## config.mk

```make
export PLATFORM = sky130hd
export DESIGN_NAME = data_mem_ctrl_flat
export DESIGN_NICKNAME = d
export VERILOG_FILES = /design/src/rtl/data_mem_ctrl_pkg.sv /design/src/rtl/data_mem_ctrl_if.sv /design/src/rtl/data_mem_ctrl_ext.sv /design/src/rtl/dm_bank.sv /design/src/rtl/data_mem_ctrl.sv /design/src/flat_wrapper.sv
export SDC_FILE = /design/constraint.sdc
export NUM_CORES = 2
export LEC_CHECK = 0
export ABC_AREA = 0
export CAP_MARGIN = 20
export CORE_MARGIN = 5
export CORE_UTILIZATION = 30
export DETAILED_ROUTE_END_ITERATION = 7
export PLACE_DENSITY_LB_ADDON = 0.08
export SYNTH_ARGS = -nofsm -noshare
export SYNTH_HDL_FRONTEND = slang
export SYNTH_HIERARCHICAL = 1
export SYNTH_SLANG_ARGS = --single-unit
```

## constraint.sdc

```tcl
create_clock -name clk -period 8.65 [get_ports clk]
set_input_delay 2.1625 -clock clk [delete_from_list [all_inputs] [get_ports clk]]
set_output_delay 2.1625 -clock clk [all_outputs]
set_load 0.01 [all_outputs]
```

## src/rtl/data_mem_ctrl_pkg.sv

```systemverilog
// data_mem_ctrl_pkg: shared access-size and controller-state encodings, latched access record
package data_mem_ctrl_pkg;
  localparam logic [1:0] MEM_BYTE = 2'b00;
  localparam logic [1:0] MEM_HALF = 2'b01;
  localparam logic [1:0] MEM_WORD = 2'b10;
  typedef enum logic [1:0] {IDLE, WAIT, RESP} state_e;
  typedef struct packed {
    logic        we;
    logic [1:0]  op;
    logic        ext;
    logic [31:0] addr;
    logic [31:0] wdata;
  } acc_t;
  function automatic logic access_err(input logic [1:0] op, input logic [31:0] off, input int aw);
    return (op == 2'b11) || (op == MEM_HALF && off[0]) || (op == MEM_WORD && off[1:0] != 2'b00) ||
           ((off >> (aw + 2)) != 32'd0);
  endfunction
endpackage

```

## src/rtl/data_mem_ctrl_if.sv

```systemverilog
// data_mem_ctrl_if: request/response bus between a master and the data memory controller
interface data_mem_ctrl_if;
  logic        req;
  logic        we;
  logic [1:0]  mem_op;
  logic        mem_ext;
  logic [31:0] addr;
  logic [31:0] wdata;
  logic        ready;
  logic        done;
  logic        err;
  logic [31:0] rdata;
  modport master(output req, we, mem_op, mem_ext, addr, wdata, input ready, done, err, rdata);
  modport slave(input req, we, mem_op, mem_ext, addr, wdata, output ready, done, err, rdata);
endinterface

```

## src/rtl/data_mem_ctrl_ext.sv

```systemverilog
// ext8_32 / ext16_32: zero or sign extension of a byte / halfword to 32 bits
module ext8_32 (
  input  logic [7:0]  d,
  input  logic        sx,
  output logic [31:0] q
);
  assign q = {{24{sx & d[7]}}, d};
endmodule

module ext16_32 (
  input  logic [15:0] d,
  input  logic        sx,
  output logic [31:0] q
);
  assign q = {{16{sx & d[15]}}, d};
endmodule

```

## src/rtl/dm_bank.sv

```systemverilog
// dm_bank: DEPTH_WORDS x 32 storage with byte-enable synchronous write and asynchronous read
module dm_bank #(
  parameter int DEPTH_WORDS = 128,
  localparam int AW = $clog2(DEPTH_WORDS)
) (
  input  logic          clk,
  input  logic          we,
  input  logic [3:0]    be,
  input  logic [AW-1:0] idx,
  input  logic [31:0]   wdata,
  output logic [31:0]   rdata
);
  logic [31:0] mem_q [DEPTH_WORDS];
  always_ff @(posedge clk)
    if (we)
      for (int i = 0; i < 4; i++)
        if (be[i]) mem_q[idx][8*i +: 8] <= wdata[8*i +: 8];
  assign rdata = mem_q[idx];
endmodule

```

## src/rtl/data_mem_ctrl.sv

```systemverilog
// data_mem_ctrl: single-outstanding load/store controller with wait states over a byte-enabled bank
module data_mem_ctrl
  import data_mem_ctrl_pkg::*;
#(
  parameter int          DEPTH_WORDS = 128,
  parameter logic [31:0] BASE_ADDR   = 32'h0000_0000,
  parameter int          WAIT_CYCLES = 1
) (
  input logic            clk,
  input logic            rst,
  data_mem_ctrl_if.slave bus
);
  localparam int AW = $clog2(DEPTH_WORDS);
  state_e      state_q, state_d;
  logic [3:0]  cnt_q, cnt_d;
  acc_t        acc_q, acc_d, cur;
  logic [31:0] off, rword, wd, ext_b, ext_h, load;
  logic [3:0]  be;
  logic        bad, done;
  always_comb begin
    state_d = state_q;
    cnt_d   = cnt_q;
    acc_d   = acc_q;
    if (state_q == IDLE && bus.req) begin
      acc_d   = '{we: bus.we, op: bus.mem_op, ext: bus.mem_ext, addr: bus.addr, wdata: bus.wdata};
      state_d = WAIT_CYCLES > 0 ? WAIT : RESP;
      cnt_d   = WAIT_CYCLES > 0 ? 4'(WAIT_CYCLES - 1) : 4'd0;
    end else if (state_q == WAIT) begin
      state_d = cnt_q == 4'd0 ? RESP : WAIT;
      cnt_d   = cnt_q == 4'd0 ? 4'd0 : cnt_q - 4'd1;
    end else if (state_q == RESP) begin
      state_d = IDLE;
    end
  end
  always_ff @(posedge clk or posedge rst)
    if (rst) begin
      state_q <= IDLE;
      cnt_q   <= 4'd0;
      acc_q   <= '0;
    end else begin
      state_q <= state_d;
      cnt_q   <= cnt_d;
      acc_q   <= acc_d;
    end
  // With no wait states the store commits on the accepting edge, so use the incoming access there.
  assign cur  = state_q == IDLE ? acc_d : acc_q;
  assign off  = cur.addr - BASE_ADDR;
  assign bad  = access_err(cur.op, off, AW);
  assign be   = cur.op == MEM_BYTE ? 4'b0001 << off[1:0] : cur.op == MEM_HALF ? (off[1] ? 4'b1100 : 4'b0011) : 4'b1111;
  assign wd   = cur.op == MEM_BYTE ? {4{cur.wdata[7:0]}} : cur.op == MEM_HALF ? {2{cur.wdata[15:0]}} : cur.wdata;
  dm_bank #(.DEPTH_WORDS(DEPTH_WORDS)) u_bank (
    .clk(clk), .we(state_d == RESP && cur.we && !bad), .be(be), .idx(off[AW+1:2]), .wdata(wd), .rdata(rword)
  );
  ext8_32  u_ext8  (.d(rword[{off[1:0], 3'b000} +: 8]), .sx(cur.ext), .q(ext_b));
  ext16_32 u_ext16 (.d(off[1] ? rword[31:16] : rword[15:0]), .sx(cur.ext), .q(ext_h));
  assign load      = cur.op == MEM_BYTE ? ext_b : cur.op == MEM_HALF ? ext_h : rword;
  assign done      = state_q == RESP;
  assign bus.ready = state_q == IDLE;
  assign bus.done  = done;
  assign bus.err   = done && bad;
  assign bus.rdata = done && !bad && !cur.we ? load : 32'd0;
endmodule

```

## src/flat_wrapper.sv

```systemverilog
// flat-port wrapper written by rule: the top's interface ports become plain ports
module data_mem_ctrl_flat import data_mem_ctrl_pkg::*;
#(
  parameter int          DEPTH_WORDS = 128,
  parameter logic [31:0] BASE_ADDR   = 32'h0000_0000,
  parameter int          WAIT_CYCLES = 1
)
  (clk, rst, bus_req, bus_we, bus_mem_op, bus_mem_ext, bus_addr, bus_wdata, bus_ready, bus_done, bus_err, bus_rdata);
  data_mem_ctrl_if bus_i ();
  input logic clk;
  input logic rst;
  input wire logic [$bits(bus_i.req)-1:0] bus_req;
  input wire logic [$bits(bus_i.we)-1:0] bus_we;
  input wire logic [$bits(bus_i.mem_op)-1:0] bus_mem_op;
  input wire logic [$bits(bus_i.mem_ext)-1:0] bus_mem_ext;
  input wire logic [$bits(bus_i.addr)-1:0] bus_addr;
  input wire logic [$bits(bus_i.wdata)-1:0] bus_wdata;
  output wire logic [$bits(bus_i.ready)-1:0] bus_ready;
  output wire logic [$bits(bus_i.done)-1:0] bus_done;
  output wire logic [$bits(bus_i.err)-1:0] bus_err;
  output wire logic [$bits(bus_i.rdata)-1:0] bus_rdata;
  assign bus_i.req = bus_req;
  assign bus_i.we = bus_we;
  assign bus_i.mem_op = bus_mem_op;
  assign bus_i.mem_ext = bus_mem_ext;
  assign bus_i.addr = bus_addr;
  assign bus_i.wdata = bus_wdata;
  assign bus_ready = bus_i.ready;
  assign bus_done = bus_i.done;
  assign bus_err = bus_i.err;
  assign bus_rdata = bus_i.rdata;
  data_mem_ctrl #(.DEPTH_WORDS(DEPTH_WORDS), .BASE_ADDR(BASE_ADDR), .WAIT_CYCLES(WAIT_CYCLES)) u_core (.clk(clk), .rst(rst), .bus(bus_i));
endmodule
```

==> summary.txt <==
STA
  – Final setup margin: -0.135 ns
  – Slew @ Worst Pin: 1.19 ns
  – Fin crit share: 102%
  – Period minus WS final: 8.78 ns
  – Final setup fails: 30
  – Final hold vios: 0
  – Peak Freq: 0.114 GHz
  – Slew Limit Fails: 0
  – Clock Skews: 0.0787 ns
  – RSZ-0062 raised after global routing: true
  – Max-Slew Margin vs Limit: 20.6%

Setup path
  – FF-to-FF End: u_core/u_bank/mem_q[68][27]$_DFFE_PP_
  – Critical setup path kind: in -> out
  – Slack of the worst reg-to-reg path: 2.82 ns
  – Critical path peak fanout: 11
  – Crit end category: output port
  – Worst path required time: 6.49 ns
  – CP dominant cell by count: buf_4
  – RR Startpoint: u_core/state_q[0]$_DFF_PP0_
  – CP top delay family: compound AO/OA/AOI/OAI gates
  – WP buf/inv: 9
  – Slowest stage cell on the critical path: a222oi_1
  – Startpoint types: primary input
  – Worst path arrival time: 6.62 ns
  – Critical path's largest stage delay: 0.69 ns
  – Cell chain of the critical path: buf_8 -> nor3b_4 -> nand2_2 -> nand2_8 -> buf_4 -> buf_6 -> buf_4 -> inv_16 -> buf_16 -> buf_6 -> nor2_1 -> a221oi_2 -> o22ai_2 -> a222oi_1 -> buf_4 -> o311ai_4 -> mux2_4 -> nor2_4 -> nor2_2 -> mux2i_1 -> a211oi_2 -> buf_2
  – Reg2Reg Depth: 14

GRT
  – Met2 Use GR: 37.0%
  – GRT Total Usage: 23.2%
  – M3 GR Usage: 3.34%
  – Initial antenna violation count: 38
  – Global-route wire length before repair: 911 mm
  – Vias in the first global route: 104k
  – Largest net degree at the start of global routing: 129
  – Remaining Overflow, GRT: 0
  – Busiest grt layer: met2
  – GR Layer Usage met1: 33.3%

Logic synthesis
  – Post-Syn Area: 163000 µm²
  – Synth area leaders: edfxtp_1 (75%), a221oi_1 (3.5%), a22oi_1 (2.7%)
  – Cells after Synth: 10.2k
  – Synth top area share: 75.3%
  – YS warnings: 6
  – Dominant cell type by area after synthesis: edfxtp_1
  – Most frequent cell after synthesis: edfxtp_1
  – Synth Register Bits: 4170
  – Asr flop ratio synth: 1.77%
  – Synth cell types: 79
  – Number of flops mapped to enable cells by yosys: 4096
  – Commonest cells in the netlist: edfxtp_1 (4096), nor2_1 (890), a21oi_1 (680)
  – Syn_area_per_cell: 16.1 µm²
  – Register area share after synthesis: 76.4%
  – Main synth FF type: edfxtp_1
  – Syn nets: 10.2k

Clock tree
  – CTS Buf Count: 460
  – Clock-pin slew on the worst setup and hold paths: 0.06 ns
  – Clk sink count: 4170
  – CTS tree: yes
  – Clk_lat worst skew: 1.03 ns
  – Hold Buf Count CTS: 0
  – CTS Buffer Depth: 4
  – H-tree lvl count: 5
  – Root Driver: clkbuf_16

Drt
  – DRC errors left: 0
  – First drt pass iteration count: 6
  – WL/cell: 34.9 µm
  – Post-detailed-route count of antenna-violating nets: 0
  – DR iter-0 viols: 11.2k
  – Drt total wl: 672 mm
  – Vias: 105k
  – Via density: 5.46

Power and ir drop
  – Maximum VDD drop: 0.000387 V
  – Clock Power Share: 21.4%
  – Comb power frac: 48.7%
  – Pleak: 66.2 nW
  – PD cells: 450 nW/µm²
  – Psw: 0.0383 W
  – Internal cell power: 0.0535 W
  – Switching part of the total: 41.7%
  – Seq pwr share: 30.0%

Min path
  – WHS Endpoint: u_core/acc_q[46]$_DFF_PP0_
  – Hold Startpoint: u_core/acc_q[46]$_DFF_PP0_
  – Hold Crit Depth: 2
  – Hold Path Class: reg -> reg

Run
  – Max-Cap Viols: 0

Status
  – Failing checks: negative setup slack
  – Status: complete, but fails checks

Floorplan
  – Die Height: 748 µm
  – Io pins: 106
  – Starting Density: 30.0%
  – FP Rows: 271
  – Die Span X: 748 µm
  – Die ar.: 559000 µm²
  – Core area: 544000 µm²

Finish
  – Final instance area: 204000 µm²
  – Synthesis-to-layout area growth: 24.9%
  – Final cell utilization of the core: 37.5%
  – Layout cell share with drive strength beyond 1: 26.0%
  – Nets: 11.7k

Placed design
  – HPWL Detailed: 451 mm
  – Placed cell area: 186000 µm²
  – RD Place Congestion: 0.845
  – Setup WS pre-CTS: -2.19 ns
  – Buffers on Ports: 105
## registers in the layout, summed over array words and instances, names as in the netlist
| signal | count |
|---|---|
| u_core/cnt_q | 4 |
| u_core/state_q | 2 |
| u_core/u_bank/mem_q | 4096 |
| u_core/acc_q | 68 |
## logic make-up after synthesis
group | count (synthesis) | share of synthesized area, %
AO/OA/AOI/OAI | 2958 | 12.6
adder cells (fa/ha/maj) | 2 | 0.0153
buffers and inverters | 918 | 2.71
flip-flops | 4170 | 76.4
multiplexers | 630 | 4.54
AND/OR/NAND/NOR | 1496 | 3.71
## per-layer routing
metal  vias to the layer above  wire length [µm]
met2                      3982            309000
met1                     56300            300000
li1                      44000                 -
met3                       737             43400
met4                         8             19400
met5                         -                59
## worst max-delay path by stage
stage | from | to | slack, ns | depth (start not counted)
after floorplan | bus_req | bus_rdata[16] | 0.25 | 25
after global placement | bus_req | bus_rdata[6] | -2.52 | 21
after detailed placement | bus_req | bus_rdata[1] | -2.19 | 22
after CTS | bus_req | bus_rdata[6] | -0.07 | 22
after global routing | bus_req | bus_rdata[6] | -0.23 | 22
final | bus_req | bus_rdata[6] | -0.13 | 22
## worst reg2reg max path: stages, from the launching register on
cell	delay, ns
dfrtp_1	0.48
nor3b_4	0.31
buf_6	0.15
buf_4	0.09
buf_4	0.09
buf_4	0.10
buf_4	0.66
nand3_2	0.20
nor2_4	0.17
o21ai_0	0.14
nor4_2	0.44
and2_1	0.20
buf_4	0.37
nand2_1	0.88
nor2_1	1.15
## layout make-up
class                           count  area [µm²]
Antenna cell                       16        40.0
Clock buffer                      548       11900
Tap cell                         7234        9050
Inverter                           37         194
Multi-Input combinational cell   5089       36500
Sequential cell                  4170      125000
Fill cell                       50900      340000
Timing Repair Buffer             1839       18600
Clock inverter                    313        3040
## cell usage in the layout (no fill, tap or decap), types with 25 or more instances in the layout
cell             Yosys  final
buf_6               19     55
clkbuf_1           338     86
clkbuf_16            0    466
buf_12               1    288
nor2_1             890    867
nor2b_1             34     27
dfrtp_1             74     74
a211oi_2            32     33
a21oi_2              6     38
o221ai_1            42     39
nor2_2              16     25
bufinv_16            0     45
nand2_1            433    398
mux2_2             191    190
a22oi_1            582    570
mux4_2              67     67
a211oi_1            34     32
buf_4              120   1343
clkdlybuf4s50_1      0     69
o22a_1              28     26
clkinv_1            11    118
o22ai_2              0     29
a221oi_2             2     57
edfxtp_1          4096   4096
clkinv_2             0    107
o22ai_1            357    328
a221oi_1           656    594
buf_2              285     33
buf_16               0     25
o21ai_0            326    285
o21ai_1              9     44
a22o_1              26     26
mux2i_1            362    345
a21oi_1            680    619
a21oi_4              0     29
## power by group through the flow
stage | clock network [W] | logic, W | registers (W)
6_report | 0.0196 | 0.0447 | 0.0275
2_1_floorplan | 0 | 0.0165 | 0.0287
3_3_place_gp | 0 | 0.0419 | 0.0279
5_1_grt | 0.0209 | 0.0462 | 0.0275
3_5_place_dp | 0 | 0.0421 | 0.0279
4_1_cts | 0.0200 | 0.0442 | 0.0275
## per-stage QoR
stage / hold WS, ns / total power (W) / setup TNS, ns / std cells
finish: 0.477 / 0.0918 / -1.22 / 19200
global route: 0.490 / 0.0946 / -5.54 / 19200
CTS: 0.478 / 0.0917 / -0.233 / 19200
detailed placement: 0.466 / 0.0700 / -52.74 / 18300
global placement: 0.459 / 0.0698 / -55.97 / 18200
floorplan: 0.439 / 0.0452 / 0 / 10200
## repair_timing
item / in CTS / in global routing
pin swaps: 90 / 29
gates cloned: 13 / 4
endpoints found under the setup margin: 32 / 32
buffers inserted: 84 / 14
resized for setup: 513 / 94
Note: power is estimated with default switching activity, not from simulation.
